$ cat config.mk
export PLATFORM = sky130hd
export DESIGN_NAME = fetch_unit
export DESIGN_NICKNAME = d
export VERILOG_FILES = /design/src/rtl/fetch_unit.sv
export SDC_FILE = /design/constraint.sdc
export NUM_CORES = 1
export LEC_CHECK = 0
export CAP_MARGIN = 20
export CORE_MARGIN = 10
export CORE_UTILIZATION = 55
export CTS_CLUSTER_DIAMETER = 60
export DETAILED_ROUTE_END_ITERATION = 10
export HOLD_SLACK_MARGIN = 0.06
export PLACE_DENSITY = 0.88
export SLEW_MARGIN = 20
export SYNTH_ARGS = -nofsm -noshare
export SYNTH_HDL_FRONTEND = slang
export SYNTH_SLANG_ARGS = --single-unit
$ cat constraint.sdc
create_clock -name clk -period 3.92 [get_ports clk]
set_clock_uncertainty 0.2 [all_clocks]
set_input_delay 0.784 -clock clk [delete_from_list [all_inputs] [get_ports clk]]
set_output_delay 0.784 -clock clk [all_outputs]
set_load 0.02 [all_outputs]
$ cat src/rtl/fetch_unit.sv
// Instruction fetch front end: issues sequential word fetches under a credit limit, buffers
// in-order responses in a small FIFO and presents {pc, inst} to decode; redirects flush.
module fetch_unit #(
  parameter logic [31:0] RESET_PC   = 32'h8000_0000,
  parameter int unsigned FIFO_DEPTH = 4
) (
  input  logic        clk,
  input  logic        rst,
  output logic        imem_req_valid,
  input  logic        imem_req_ready,
  output logic [31:0] imem_req_addr,
  input  logic        imem_resp_valid,
  input  logic [31:0] imem_resp_data,
  input  logic        redirect_valid,
  input  logic [31:0] redirect_pc,
  output logic        inst_valid,
  input  logic        inst_ready,
  output logic [31:0] inst_o,
  output logic [31:0] inst_pc
);

  localparam int unsigned PtrW = $clog2(FIFO_DEPTH);
  localparam int unsigned CntW = $clog2(FIFO_DEPTH + 1);

  typedef logic [CntW-1:0] cnt_t;
  typedef logic [PtrW-1:0] ptr_t;

  localparam cnt_t            DepthCnt  = cnt_t'(FIFO_DEPTH);
  localparam logic [CntW:0]   DepthWide = (CntW + 1)'(FIFO_DEPTH);

  logic [31:0] fetch_pc_q, fetch_pc_d;
  logic [31:0] resp_pc_q, resp_pc_d;
  cnt_t        inflight_q, inflight_d;
  cnt_t        drop_cnt_q, drop_cnt_d;
  cnt_t        count_q, count_d;
  ptr_t        wr_ptr_q, wr_ptr_d;
  ptr_t        rd_ptr_q, rd_ptr_d;

  logic [31:0] pc_mem   [FIFO_DEPTH];
  logic [31:0] inst_mem [FIFO_DEPTH];

  logic          req_fire;
  logic          push;
  logic          pop;
  logic [CntW:0] credit_used;
  logic [31:0]   redirect_base;
  logic          unused_pc_bits;

  assign redirect_base  = {redirect_pc[31:2], 2'b00};
  assign unused_pc_bits = ^redirect_pc[1:0];

  // Outstanding requests plus buffered words never exceed the FIFO size, so no overflow.
  assign credit_used    = {1'b0, inflight_q} + {1'b0, count_q};
  assign imem_req_valid = !rst && !redirect_valid && (credit_used < DepthWide);
  assign imem_req_addr  = fetch_pc_q;
  assign req_fire       = imem_req_valid && imem_req_ready;

  assign inst_valid = !rst && (count_q != '0);
  assign inst_o     = inst_mem[rd_ptr_q];
  assign inst_pc    = pc_mem[rd_ptr_q];

  assign push = imem_resp_valid && (drop_cnt_q == '0) && !redirect_valid;
  assign pop  = inst_valid && inst_ready;

  always_comb begin
    fetch_pc_d = fetch_pc_q;
    resp_pc_d  = resp_pc_q;
    inflight_d = inflight_q;
    drop_cnt_d = drop_cnt_q;
    count_d    = count_q;
    wr_ptr_d   = wr_ptr_q;
    rd_ptr_d   = rd_ptr_q;

    if (req_fire && !imem_resp_valid) begin
      inflight_d = inflight_q + cnt_t'(1);
    end else if (!req_fire && imem_resp_valid) begin
      inflight_d = inflight_q - cnt_t'(1);
    end

    if (redirect_valid) begin
      // Every request still outstanding after this edge belongs to the old path.
      fetch_pc_d = redirect_base;
      resp_pc_d  = redirect_base;
      drop_cnt_d = inflight_d;
      count_d    = '0;
      wr_ptr_d   = '0;
      rd_ptr_d   = '0;
    end else begin
      if (req_fire) begin
        fetch_pc_d = fetch_pc_q + 32'd4;
      end
      if (imem_resp_valid && (drop_cnt_q != '0)) begin
        drop_cnt_d = drop_cnt_q - cnt_t'(1);
      end
      if (push) begin
        resp_pc_d = resp_pc_q + 32'd4;
        wr_ptr_d  = wr_ptr_q + ptr_t'(1);
      end
      if (pop) begin
        rd_ptr_d = rd_ptr_q + ptr_t'(1);
      end
      if (push && !pop) begin
        count_d = count_q + cnt_t'(1);
      end else if (pop && !push) begin
        count_d = count_q - cnt_t'(1);
      end
    end
  end

  always_ff @(posedge clk) begin
    if (rst) begin
      fetch_pc_q <= RESET_PC;
      resp_pc_q  <= RESET_PC;
      inflight_q <= '0;
      drop_cnt_q <= '0;
      count_q    <= '0;
      wr_ptr_q   <= '0;
      rd_ptr_q   <= '0;
    end else begin
      fetch_pc_q <= fetch_pc_d;
      resp_pc_q  <= resp_pc_d;
      inflight_q <= inflight_d;
      drop_cnt_q <= drop_cnt_d;
      count_q    <= count_d;
      wr_ptr_q   <= wr_ptr_d;
      rd_ptr_q   <= rd_ptr_d;
    end
  end

  always_ff @(posedge clk) begin
    if (!rst && push) begin
      pc_mem[wr_ptr_q]   <= resp_pc_q;
      inst_mem[wr_ptr_q] <= imem_resp_data;
    end
  end

`ifndef SYNTHESIS
  always_ff @(posedge clk) begin
    if (!rst) begin
      assert (!(push && (count_q == DepthCnt)))
        else $error("fetch_unit: response into full buffer");
      assert (inflight_q <= DepthCnt && drop_cnt_q <= inflight_q)
        else $error("fetch_unit: credit counters out of range");
    end
  end
`endif

endmodule

==> results.txt, run 1 <==
Hold WC Path Type -> register to register
Synthesis Warnings -> 0
Num CTS Buffers -> 31
EDFF count, synth -> 248
multiplexer area fraction after synthesis -> 11.42%
Global Route Usage Sum -> 18.76%
sequential area share after synthesis -> 68.56%
Synth Area in Adders -> 1.400%
Worst Tran Pin Value -> 0.8505 ns
biggest fanout along the worst timing path -> 10
Fin. Hold Viols -> 0
Hold Buf Count CTS -> 0
Synth Register Bits -> 323
post-synthesis simple-gate area fraction -> 8.398%
kind of end point of the critical path -> output port
Crit Path Class -> register to output port
Final min period -> 3.576 ns
largest family of logic cells by synthesized area -> multiplexers
core area -> 0.02340 mm^2
FMAX -> 279.6 MHz
vias -> 7932
Worst-Skew Late Latency -> 0.56 ns
# DRC -> 0
DR iter-0 viols -> 621
Post-synth top flop -> edfxtp_1
Slew headroom -> 42.86%
post-cts sizing count -> 0
largest net degree at the start of global routing -> 63
final-stage net count -> 1098
Worst EP arrival -> 2.59 ns
clk sinks -> 323
Root Buffer -> clkbuf_16
IO Count -> 168
num rows -> 56
Post-CTS Setup Bufs -> 0
ys async rst share -> 0%
synthesis-to-layout area growth -> 24.60%
Die ar. -> 0.03029 mm^2
RSZ-0062 raised after global routing -> false
DIE WIDTH -> 174.0 um
reg2reg start -> count_q[2]$_SDFFE_PP0P_
first-pass GRT wire length -> 46010 um
Hold Crit Start -> imem_req_addr[31]$_SDFFE_PP1P_
number of global-route vias before repair -> 8239
TritonRoute pass-1 iters -> 5
vias per inst -> 5.837
H-tree lvl count -> 1
Post-Route WL -> 28990 um
Lkg Pwr -> 5.283 nW
worst hold path endpoint -> imem_req_addr[31]$_SDFFE_PP1P_
CP Launch Type -> register
max-cap violation count -> 0
share of layout cells above drive strength 1 -> 14.53%
Clock Path Buffers -> 3
R2R Setup Slk -> 1.12 ns
worst vdd ir -> 299.4 uV
Clk pin slew, worst setup/hold paths -> 0.06 ns
antenna violations before repair -> 0
Filler cells -> 1573
chip height -> 174.0 um
TNS Setup -> 0 ns
Synth Area in XOR/XNOR -> 2.819%
hold path depth -> 2
Avg WL per Cell -> 21.33 um
post-DP HPWL -> 19240 um
GR Overflow Total -> 0
Synth Area in Compound Gates -> 5.254%
Synth cell types -> 55
Post-Syn Area -> 0.01305 mm^2
post-route ant nets -> 0
Starting Density -> 55.77%
TritonCTS clock tree -> built
PD cells -> 466.3 mW/mm^2
FF-to-FF End -> imem_req_addr[11]$_SDFFE_PP0P_
outcome -> finished, final reports clean
cells after synthesis -> 838
period utilization -> 91.24%
placed inst area -> 0.01515 mm^2
Port Buffers -> 161
Mean Syn Cell Area -> 15.57 um^2
Final Instance Area -> 0.01626 mm^2
Min Hold Slack -> 0.3029 ns
R2R cell count -> 6
Power Total -> 7.582 mW
GP Congestion -> 0.9081
Req. time, crit path -> 2.94 ns
count of pins over their slew limit -> 0
final setup violation count -> 0
[final cells by class]
class / instances / area, um^2 / share of cell area, %
Timing Repair Buffer: 184 / 1872 / 11.51
Antenna cell: 1 / 2.502 / 0.01539
Clock inverter: 13 / 127.6 / 0.7848
Inverter: 21 / 78.83 / 0.4847
Sequential cell: 323 / 8954 / 55.06
Clock buffer: 45 / 985.9 / 6.063
Multi-Input combinational cell: 453 / 3842 / 23.63
Tap cell: 319 / 399.1 / 2.454
[placed cells by master (no fill, tap or decap), types with 7 or more instances in the layout]
master and n:
buf_4 16, inv_1 21, or3_1 11, a211oi_1 7, dfxtp_1 73, nand4_1 19, clkbuf_16 37, nand2_1 54
nand3_1 20, edfxtp_1 248, xnor2_1 31, nor3_1 21, ha_1 13, o21ai_0 30, a21oi_1 24, a21boi_0 10
buf_12 7, xor2_1 11, and2_1 10, mux4_2 62, nor2_1 46, clkdlybuf4s50_1 161
[worst max path at each step]
stage / from / end / slack (ns) / cells past startpoint
detailed placement: redirect_valid / imem_req_valid / 0.41 / 4
CTS: register / inst_pc[30] / 0.32 / 3
global route: register / inst_pc[26] / 0.24 / 3
finish: count_q[1]$_SDFFE_PP0P_ / imem_req_valid / 0.34 / 4
floorplan: imem_resp_valid / inst_mem[0][0]$_DFFE_PP_ / 0.30 / 4
global placement: redirect_valid / imem_req_valid / 0.39 / 4
[metrics by stage]
stage	setup WS [ns]	util [%]	std cells
2_1_floorplan	0.3019	-	841
3_3_place_gp	0.3885	64.72	1300
3_5_place_dp	0.4090	64.72	1300
4_1_cts	0.3160	69.48	1358
5_1_grt	0.2422	69.48	1358
6_report	0.3435	69.49	1359
[where the power goes]
part           switching (mW)  internal (mW)  total (mW)
combinational           0.304          0.285       0.589
sequential             0.0967           3.78        3.87
clock                    1.23           1.89        3.12
total                    1.63           5.95        7.58
[registers in the layout, indices dropped and copies added, names as in the netlist, named ones only]
name           count
inst_mem         128
pc_mem           120
imem_req_addr     30
resp_pc_q         30
count_q            3
drop_cnt_q         3
inflight_q         3
rd_ptr_q           2
wr_ptr_q           2
[Yosys cell counts (3+ instances only)]
library cell	count	area share, %
a21oi_1	24	0.92
nor4_1	5	0.24
nand2_1	54	1.6
and3_1	9	0.43
mux2i_1	6	0.46
clkbuf_1	28	0.81
a221oi_1	4	0.27
a311oi_1	3	0.20
and2_1	10	0.48
or3_1	11	0.53
nor2_1	46	1.3
a21boi_0	10	0.58
o311ai_0	6	0.40
dfxtp_1	75	12
inv_1	21	0.60
a211oi_1	7	0.40
mux2_2	3	0.26
edfxtp_1	248	57
xnor2_1	31	2.1
nand3_1	20	0.77
a31oi_1	5	0.24
nand4_1	19	0.91
xor2_1	11	0.74
mux4_2	62	11
o211ai_1	4	0.23
buf_1	3	0.086
nand2b_1	3	0.14
o21ai_0	30	1.2
and4_1	5	0.34
buf_4	4	0.23
nor3_1	21	0.81
ha_1	13	1.2
o21bai_1	5	0.29
buf_2	8	0.31
[worst max-delay path, cell delays in order, from the launching register on]
cell and delay [ns]:
dfxtp_1 0.42, ha_1 0.27, a311o_1 0.49, nor3_1 0.22
clkdlybuf4s50_1 0.65
[cell families (layout without fill, tap and decap cells)]
kind of cell,after synthesis,in the layout
other,1,5
adder cells (fa/ha/maj),14,14
XOR/XNOR,42,42
flip-flops,323,323
AO/OA/AOI/OAI,107,107
multiplexers,71,71
buffers and inverters,65,263
AND/OR/NAND/NOR,215,215
[routing by layer]
metal  part of all wire, %  GRT usage (%)  vias to the layer above
li1                      -              -                     3602
met3                   8.0          4.984                       38
met2                    48          30.40                      334
met1                    43          24.96                     3958
met5                     0              0                        -
met4                   1.4          4.275                        0
No activity file was read; power rests on OpenSTA's default activity.
==> run 2: changes to the inputs <==
CORE_MARGIN = 8   (was 10)
==> run 2 against run 1 <==
Effect of this change: total power shrank 0.13%; fmax down 2.9%; largest power group unchanged; global-route usage rose by 1.4 points; die area down 4.5%; sequential share of layout area is 0.060 points lower; non-clock buffer count did not move.
==> results.txt, run 2 (same netlist as run 1, synthesis figures left out) <==
most frequent cells in the layout -> 248 x edfxtp_1, 161 x clkdlybuf4s50_1, 73 x dfxtp_1
IO Count -> 168 (unchanged)
PD cells -> 465.2 mW/mm^2 (-0.23%)
Num CTS Buffers -> 31 (unchanged)
share of layout cells above drive strength 1 -> 14.82% (+0.29 points)
fin cells -> 1358 (-0.074%)
cells along the critical path -> buf_4 -> mux4_2 -> clkdlybuf4s50_1
Clk pin slew, worst setup/hold paths -> 0.06 ns (about the same)
Slew headroom -> 30.09% (-13 points)
Worst-Skew Late Latency -> 0.56 ns (about the same)
H-tree lvl count -> 1 (unchanged)
first-pass GRT wire length -> 45730 um (-0.62%)
num rows -> 56 (unchanged)
number of global-route vias before repair -> 8133 (-1.3%)
synthesis-to-layout area growth -> 24.73%
Largest register FFs -> 128 (unchanged)
clk sinks -> 323 (unchanged)
R2R cell count -> 6 (unchanged)
Port Buffers -> 161 (unchanged)
DR iter-0 viols -> 575 (-7.4%)
Final min period -> 3.684 ns (+0.1071 ns)
Power Total -> 7.573 mW (-0.13%)
GR Overflow Total -> 0 (unchanged)
TritonCTS clock tree -> built
Final Util -> 69.56% (+0.075 points)
Placed Cells -> 1300 (unchanged)
FMAX -> 271.5 MHz (-2.9%)
Top Registers -> inst_mem x128, pc_mem x120
Die ar. -> 0.02892 mm^2 (-4.5%)
reg2reg start -> inflight_q[2]$_SDFF_PP0_
TritonRoute pass-1 iters -> 5 (unchanged)
R2R Setup Slk -> 1.21 ns (+0.09 ns)
max-cap violation count -> 0 (unchanged)
Req. time, crit path -> 2.94 ns (about the same)
core area -> 0.02340 mm^2 (unchanged)
chip height -> 170.0 um (-2.3%)
largest net degree at the start of global routing -> 63 (unchanged)
FF-to-FF End -> imem_req_addr[17]$_SDFFE_PP0P_
DIE WIDTH -> 170.0 um (-2.3%)
Post-CTS Setup Bufs -> 0 (unchanged)
max incr delay on CP -> 0.61 ns (-0.04 ns)
Clock Path Buffers -> 3 (unchanged)
post-cts sizing count -> 0 (unchanged)
GP Congestion -> 0.9087 (about the same)
count of pins over their slew limit -> 0 (unchanged)
Top delay family on crit path -> buffers and inverters
Post-Route WL -> 29430 um (+1.5%)
CP bufs+invs -> 2 (+1)
post-DP HPWL -> 19500 um (+1.3%)
Min Hold Slack -> 0.3192 ns (+0.01639 ns)
period utilization -> 93.97% (+2.7 points)
vias per inst -> 5.863 (+0.45%)
Global Route Usage Sum -> 20.13% (+1.4 points)
final-stage net count -> 1098 (unchanged)
TNS Setup -> 0 ns (unchanged)
Biggest register -> inst_mem
post-route ant nets -> 0 (unchanged)
Lkg Pwr -> 5.260 nW (-0.43%)
Hold Buf Count CTS -> 0 (unchanged)
Crit Path Class -> register to output port
final setup violation count -> 0 (unchanged)
hold path depth -> 2 (unchanged)
Hold Crit Start -> count_q[2]$_SDFFE_PP0P_
kind of end point of the critical path -> output port
Worst Tran Pin Value -> 1.041 ns (+0.1902 ns)
Critical Path Slowest Stage Cell -> clkdlybuf4s50_1
Hold WC Path Type -> register to register
worst hold path endpoint -> count_q[2]$_SDFFE_PP0P_
Fin. Hold Viols -> 0 (unchanged)
vias -> 7962 (+0.38%)
Worst EP arrival -> 2.70 ns (+0.11 ns)
worst vdd ir -> 423.0 uV (+41%)
Root Buffer -> clkbuf_16
outcome -> finished, final reports clean
commonest non-fill, non-tap cell in the layout -> edfxtp_1
antenna violations before repair -> 0 (unchanged)
ANT cells -> 0 (-1)
CP Launch Type -> register
biggest fanout along the worst timing path -> 17 (+7)
Avg WL per Cell -> 21.67 um (+1.6%)
# DRC -> 0 (unchanged)
RSZ-0062 raised after global routing -> false
Starting Density -> 55.77% (unchanged)
-- run 2: cell types whose count changed in the layout (fill, tap and decap cells not counted), sizes merged --
cell,delta
diode,-1
bufinv,+2
clkinvlp,+5
inv,-3
clkinv,-2
clkbuf,-2
-- run 2: worst max path at each step --
stage | start | slack [ns] | cells past startpoint | endpoint
after CTS | register | 0.17 | 3 | inst_pc[11]
final | register | 0.24 | 3 | inst_pc[11]
after global routing | register | 0.09 | 3 | inst_pc[11]
after global placement | redirect_valid | 0.55 | 4 | imem_req_valid
after floorplan | imem_resp_valid | 0.30 | 4 | inst_mem[0][0]$_DFFE_PP_
after detailed placement | redirect_valid | 0.54 | 4 | imem_req_valid
-- run 2: area by class of cell --
type                            instances  area [um^2]
Sequential cell                       323         8954
Fill cell                            1551         7123
Multi-Input combinational cell        453         3842
Timing Repair Buffer                  184         1909
Clock buffer                           43        889.6
Tap cell                              319        399.1
Clock inverter                         15        206.4
Inverter                               21        78.83
-- run 2: worst min-delay path: cells and delay by family (launching register included) --
family,cells,cell delay [ns]
compound gates,2,0.14
flops,1,0.33
-- run 2: per-stage QoR --
| stage | cell area, um^2 | worst slack, ns |
|---|---|---|
| global route | 16280 | 0.08992 |
| floorplan | 13060 | 0.3019 |
| finish | 16280 | 0.2364 |
| CTS | 16280 | 0.1657 |
| detailed placement | 15180 | 0.5416 |
| global placement | 15180 | 0.5499 |
-- run 2: routing by layer --
metal  share of wire (%)  global-route usage, %  vias up
met5                   0                      0        -
met4                 1.5                  4.424        0
met3                 7.8                  4.217       36
met2                  49                  33.74      346
met1                  41                  26.81     3971
li1                    -                      -     3609
-- run 2: where the power goes --
group	switching, mW	leakage, nW	internal, mW	total (mW)
Clock	1.24	0.526	1.86	3.10
Sequential	0.0974	2.87	3.78	3.87
Combinational	0.308	1.86	0.288	0.596
Total	1.65	5.26	5.92	7.57
==> RTL edit 1: new RTL, settings of run 2 <==
Change the parameter `FIFO_DEPTH` from 4 to 2.
--- a/src/rtl/fetch_unit.sv
+++ b/src/rtl/fetch_unit.sv
@@ -4,3 +4,3 @@
   parameter logic [31:0] RESET_PC   = 32'h8000_0000,
-  parameter int unsigned FIFO_DEPTH = 4
+  parameter int unsigned FIFO_DEPTH = 2
 ) (
Check against the original RTL: not equivalent (a bounded check fails within 4 cycles, from zero or initial values and one cycle with rst high).
==> RTL edit 1 against run 2 <==
Register-to-register slack got worse by 170 ps. Worst setup slack improved by 270 ps. Area after synthesis fell by 35%. Power down 41%. Non-clock buffer count decreased by 11. Wire length down 31%. Worst hold slack improved by 8.4 ps. Sequential cell count fell by 130. Final area decreased by 33%. Die area down 32%. Maximum frequency increased by 7.9%. First-iteration DRC count fell by 15%. Critical path type is now in -> out.
==> RTL edit 1: results (changes against run 2) <==
fraction of final layout cells with drive strength greater than 1=14.1% (was 14.8%); number of enable flip-flop cells after synthesis=124 (was 248); distinct cell type count of the synthesized netlist=61 (was 55); internal reg-to-reg setup slack=1040 ps (was 1210 ps); depth of the worst register-to-register path=7 (was 6); maximum level of the CTS H-tree=4 (was 1); antenna violations before repair=0 (unchanged); DR iter-0 viols=487 (was 575); via count of the first global-routing pass=6,108 (was 8,133); post-detailed-route via-to-cell ratio=6.15 (was 5.86); delay contributed by the slowest stage of the critical path=630 ps (was 610 ps); Layout Cells excl Fill=1,047 (was 1,358); global-route wire length before repair=31.5 mm (was 45.7 mm); half-perimeter wire length of the detailed placement result=14.2 mm (was 19.5 mm); Max rail drop VDD=0.000328 V (was 0.000423 V); P_int=3.41 mW (was 5.92 mW); Critical Path Start=rst; critical path fanouts, max=12 (was 17); Arr. time, crit path=2430 ps (was 2700 ps); maximum root-to-sink buffer count=2 (was 3); top cells by area in the synthesized netlist=sky130_fd_sc_hd__edfxtp_1, sky130_fd_sc_hd__dfxtp_1, sky130_fd_sc_hd__mux2_2 (was sky130_fd_sc_hd__edfxtp_1, sky130_fd_sc_hd__dfxtp_1, sky130_fd_sc_hd__mux4_2); GRT Total Usage=20.2% (was 20.1%); final RePlAce weighted congestion=0.878 (was 0.909); worst-skew pair later-pin latency=430 ps (was 560 ps); portion of the post-synthesis area used by sequential elements=60.1% (was 68.6%); worst flop-to-flop path startpoint=inflight_q[0]$_SDFF_PP0_ (was inflight_q[2]$_SDFF_PP0_); number of filler cells placed in the layout=1,021 (was 1,551); number of nets at the end of the flow=921 (was 1,098); drt total wl=20.3 mm (was 29.4 mm); highest attainable clock frequency=293 MHz (was 271 MHz); cell area after placement=10,300 um^2 (was 15,200 um^2); number of search-and-repair iterations in the first detailed-routing pass=5 (unchanged); Top Registers=inst_mem: 64 flops, pc_mem: 60 flops (was inst_mem: 128 flops, pc_mem: 120 flops); status=complete, no violations (unchanged); Post-Place Worst Slack=500 ps (was 542 ps); Syn Inst Count=697 (was 838); worst slew pin tran=740 ps (was 1040 ps); Synth top cells by count=sky130_fd_sc_hd__edfxtp_1, sky130_fd_sc_hd__dfxtp_1, sky130_fd_sc_hd__mux2_2 (was sky130_fd_sc_hd__edfxtp_1, sky130_fd_sc_hd__dfxtp_1, sky130_fd_sc_hd__mux4_2); Inserted Clock Buffers=17 (was 31)
[RTL edit 1: worst min-delay path by stage]
| stage | endpoint | from | slack (ps) | cells after the start |
|---|---|---|---|---|
| after floorplan | pc_mem[0][27]$_DFFE_PP_ | resp_pc_q[27]$_SDFFE_PP0P_ | 220 | 0 |
| after global placement | pc_mem[0][31]$_DFFE_PP_ | resp_pc_q[31]$_SDFFE_PP1P_ | 280 | 0 |
| after detailed placement | pc_mem[0][31]$_DFFE_PP_ | resp_pc_q[31]$_SDFFE_PP1P_ | 310 | 0 |
| after CTS | pc_mem[0][31]$_DFFE_PP_ | resp_pc_q[31]$_SDFFE_PP1P_ | 320 | 0 |
| after global routing | pc_mem[0][31]$_DFFE_PP_ | resp_pc_q[31]$_SDFFE_PP1P_ | 330 | 0 |
| final | pc_mem[0][31]$_DFFE_PP_ | resp_pc_q[31]$_SDFFE_PP1P_ | 330 | 0 |
[RTL edit 1: layer usage]
metal	routed length [um]	part of all wire (%)	vias up	global-route usage, %
met4	372	1.8	0	6.91
met2	9340	46	347	32.0
met1	8850	44	3055	25.8
met5	0	0	-	0
met3	1770	8.7	36	6.15
li1	-	-	2999	-
[RTL edit 1: cell families (layout without fill, tap and decap cells)]
| logic type | count (synthesis) | in the layout | share of synthesized area [%] |
|---|---|---|---|
| AND/OR/NAND/NOR | 221 | 221 | 14.5 |
| flip-flops | 193 | 193 | 60.1 |
| AO/OA/AOI/OAI | 127 | 127 | 10.7 |
| multiplexers | 63 | 63 | 8.33 |
| buffers and inverters | 61 | 220 | 2.88 |
| XOR/XNOR | 26 | 26 | 2.68 |
| adder cells (fa/ha/maj) | 5 | 5 | 0.824 |
| other | 1 | 4 | 0.0441 |
[RTL edit 1: layout make-up]
cell class	instances	area, um^2	area share, %
multi-input cells	446	3180	29.2
flip-flops and latches	193	5110	46.9
clock buffers	18	429	3.94
clock inverters	14	143	1.31
inverters	15	56.3	0.517
repair buffers	173	1740	16.0
well taps	188	235	2.16
[RTL edit 1: power groups by stage]
stage               Sequential [mW]  Combinational, mW  Clock, mW
floorplan                      2.36              0.243          0
global placement               2.36              0.464          0
detailed placement             2.36              0.472          0
CTS                            2.32              0.477       1.68
global route                   2.33              0.509       1.76
finish                         2.32              0.478       1.66
==> RTL edit 2: new RTL, settings of run 2 <==
Made on the original files. `RESET_PC`: 32'h8000_0000 -> 32'h60000000.
--- a/src/rtl/fetch_unit.sv
+++ b/src/rtl/fetch_unit.sv
@@ -3,3 +3,3 @@
 module fetch_unit #(
-  parameter logic [31:0] RESET_PC   = 32'h8000_0000,
+  parameter logic [31:0] RESET_PC   = 32'h60000000,
   parameter int unsigned FIFO_DEPTH = 4
Function: changed (Yosys sat finds a counterexample within 4 cycles, from zero or initial values and one cycle with rst high).
==> RTL edit 2 against run 2 <==
Global-route usage is 0.50 points lower. Synthesized cell count is 0.95% higher. Count of clock-buffer cells in the layout is 11 lower. Register-to-register slack worse by 60 ps. Worst setup slack better by 84 ps. Sequential cell count stayed put. Area after synthesis is 0.24% higher. Wire length is 2.1% lower. Final area is 0.83% lower. First-iteration DRC count is 50% higher. Power is 2.7% lower. Critical path type unchanged. Critical endpoint is now inst_pc[21]. Largest cell class unchanged. Largest power group unchanged. Highest routed layer unchanged.
==> RTL edit 2: results (changes against run 2) <==
worst-skew pair later-pin latency=550 ps; Synth top cells by count=sky130_fd_sc_hd__edfxtp_1, sky130_fd_sc_hd__dfxtp_1, sky130_fd_sc_hd__mux4_2 (unchanged); Synth Flop Type=sky130_fd_sc_hd__edfxtp_1 (unchanged); number of search-and-repair iterations in the first detailed-routing pass=6 (was 5); Arr. time, crit path=2620 ps (was 2700 ps); average detailed-routed wire length per instance=21.3 um (was 21.7 um); maximum root-to-sink buffer count=3 (unchanged); Inserted Clock Buffers=30 (was 31); Static Leakage=5.15 nW (was 5.26 nW); portion of the post-synthesis area used by sequential elements=68.4% (was 68.6%); maximum level of the CTS H-tree=1 (unchanged); GRT Total Usage=19.6% (was 20.1%); worst slew margin relative to its limit=29.1% (was 30.1%); status=complete, no violations (unchanged); top cells by area in the synthesized netlist=sky130_fd_sc_hd__edfxtp_1, sky130_fd_sc_hd__dfxtp_1, sky130_fd_sc_hd__mux4_2 (unchanged); post-detailed-route via-to-cell ratio=5.89 (was 5.86); depth of the worst register-to-register path=7 (was 6); diode insertion count for antenna repair=0 (unchanged); critical path fanouts, max=26 (was 17); clock transition time at the flip-flop clock pins of the worst setup and hold paths=60 ps (about the same); number of nets at the end of the flow=1,097 (was 1,098); port bufs=161 (unchanged); via count of the first global-routing pass=7,962 (was 8,133); internal reg-to-reg setup slack=1150 ps (was 1210 ps); half-perimeter wire length of the detailed placement result=18.4 mm (was 19.5 mm); Setup Buffers After CTS=0 (unchanged); R2R Path End=imem_req_addr[12]$_SDFFE_PP0P_ (was imem_req_addr[17]$_SDFFE_PP0P_); Max rail drop VDD=0.000387 V (was 0.000423 V); source of the worst hold timing path=rd_ptr_q[0]$_SDFFE_PP0P_ (was count_q[2]$_SDFFE_PP0P_); fraction of final layout cells with drive strength greater than 1=13.1% (was 14.8%); distinct cell type count of the synthesized netlist=54 (was 55); DR iter-0 viols=860 (was 575); final RePlAce weighted congestion=0.877 (was 0.909); global-route wire length before repair=44.7 mm (was 45.7 mm); cell area after placement=15,100 um^2 (was 15,200 um^2); asr flop ratio synth=0% (unchanged); pin count of the biggest net entering global routing=64 (was 63)
==> RTL edit 2: cell count changes after synthesis, sizes merged, moves of 6 or more <==
cell    before  now
nand2       54   46
nor3        22   15
a211oi       7   19
nand4       20   14
a31oi        5   20
or4          1    8
nor4         6   12
o21ai       30   17
xnor2       31   24
nor2        46   58
==> RTL edit 2: power by group <==
part           switching (mW)  internal, mW  leakage [nW]
Clock                    1.19          1.75         0.486
Sequential             0.0955          3.77          2.87
Combinational           0.294         0.269          1.80
==> RTL edit 2: area by class of cell <==
type                       instances  area, um^2
timing repair buffer             179        1830
tap                              319         399
sequential                       323        8950
multi-input combinational        458        3870
inverter                          21        78.8
clock inverter                    22         231
fill                            1581        7260
clock buffer                      32         779
==> RTL edit 2: through the flow <==
stage	cells	utilization (%)	hold slack (ps)	total power, mW	setup slack (ps)
global placement	1300	64.7	302	4.47	616
CTS	1354	69.0	331	7.43	285
detailed placement	1300	64.7	309	4.50	566
finish	1354	69.0	327	7.37	320
floorplan	849	-	275	4.22	365
global route	1354	69.0	355	7.60	214
==> RTL edit 2: worst max path at each step <==
stage                          from                        to  depth (start not counted)
floorplan           imem_resp_valid  inst_mem[0][0]$_DFFE_PP_                          4
global placement     redirect_valid            imem_req_valid                          4
detailed placement  imem_resp_valid   count_q[2]$_SDFFE_PP0P_                          9
CTS                       flip-flop               inst_pc[21]                          3
global route              flip-flop               inst_pc[21]                          3
finish                    flip-flop               inst_pc[21]                          3
==> RTL edit 2: per-layer routing <==
layer	GRT usage [%]	routed length, um	part of all wire, %	up-vias
li1	-	-	-	3638
met1	26.7	11900	41	3938
met2	32.2	14000	49	363
met3	4.01	2430	8.4	37
met4	4.69	488	1.7	0
met5	0	0	0	-
==> RTL edit 2: worst max-delay path, cell delays in order, from the launching register on <==
cell,delay (ps)
sky130_fd_sc_hd__dfxtp_4,590
sky130_fd_sc_hd__buf_12,290
sky130_fd_sc_hd__mux4_2,540
sky130_fd_sc_hd__clkdlybuf4s50_1,600
==> RTL edit 2: cell families (layout without fill, tap and decap cells) <==
logic type	count (synthesis)	in the layout	share of synthesized area, %
and+or+nand+nor	221	221	8.68
xor gates and xnor gates	36	36	2.41
muxes	70	70	11.3
other	1	4	0.0287
DFF	323	323	68.4
buffers and inverters	68	254	2.12
adders and majority gates	14	14	1.40
AOI/OAI and AO/OA	113	113	5.67
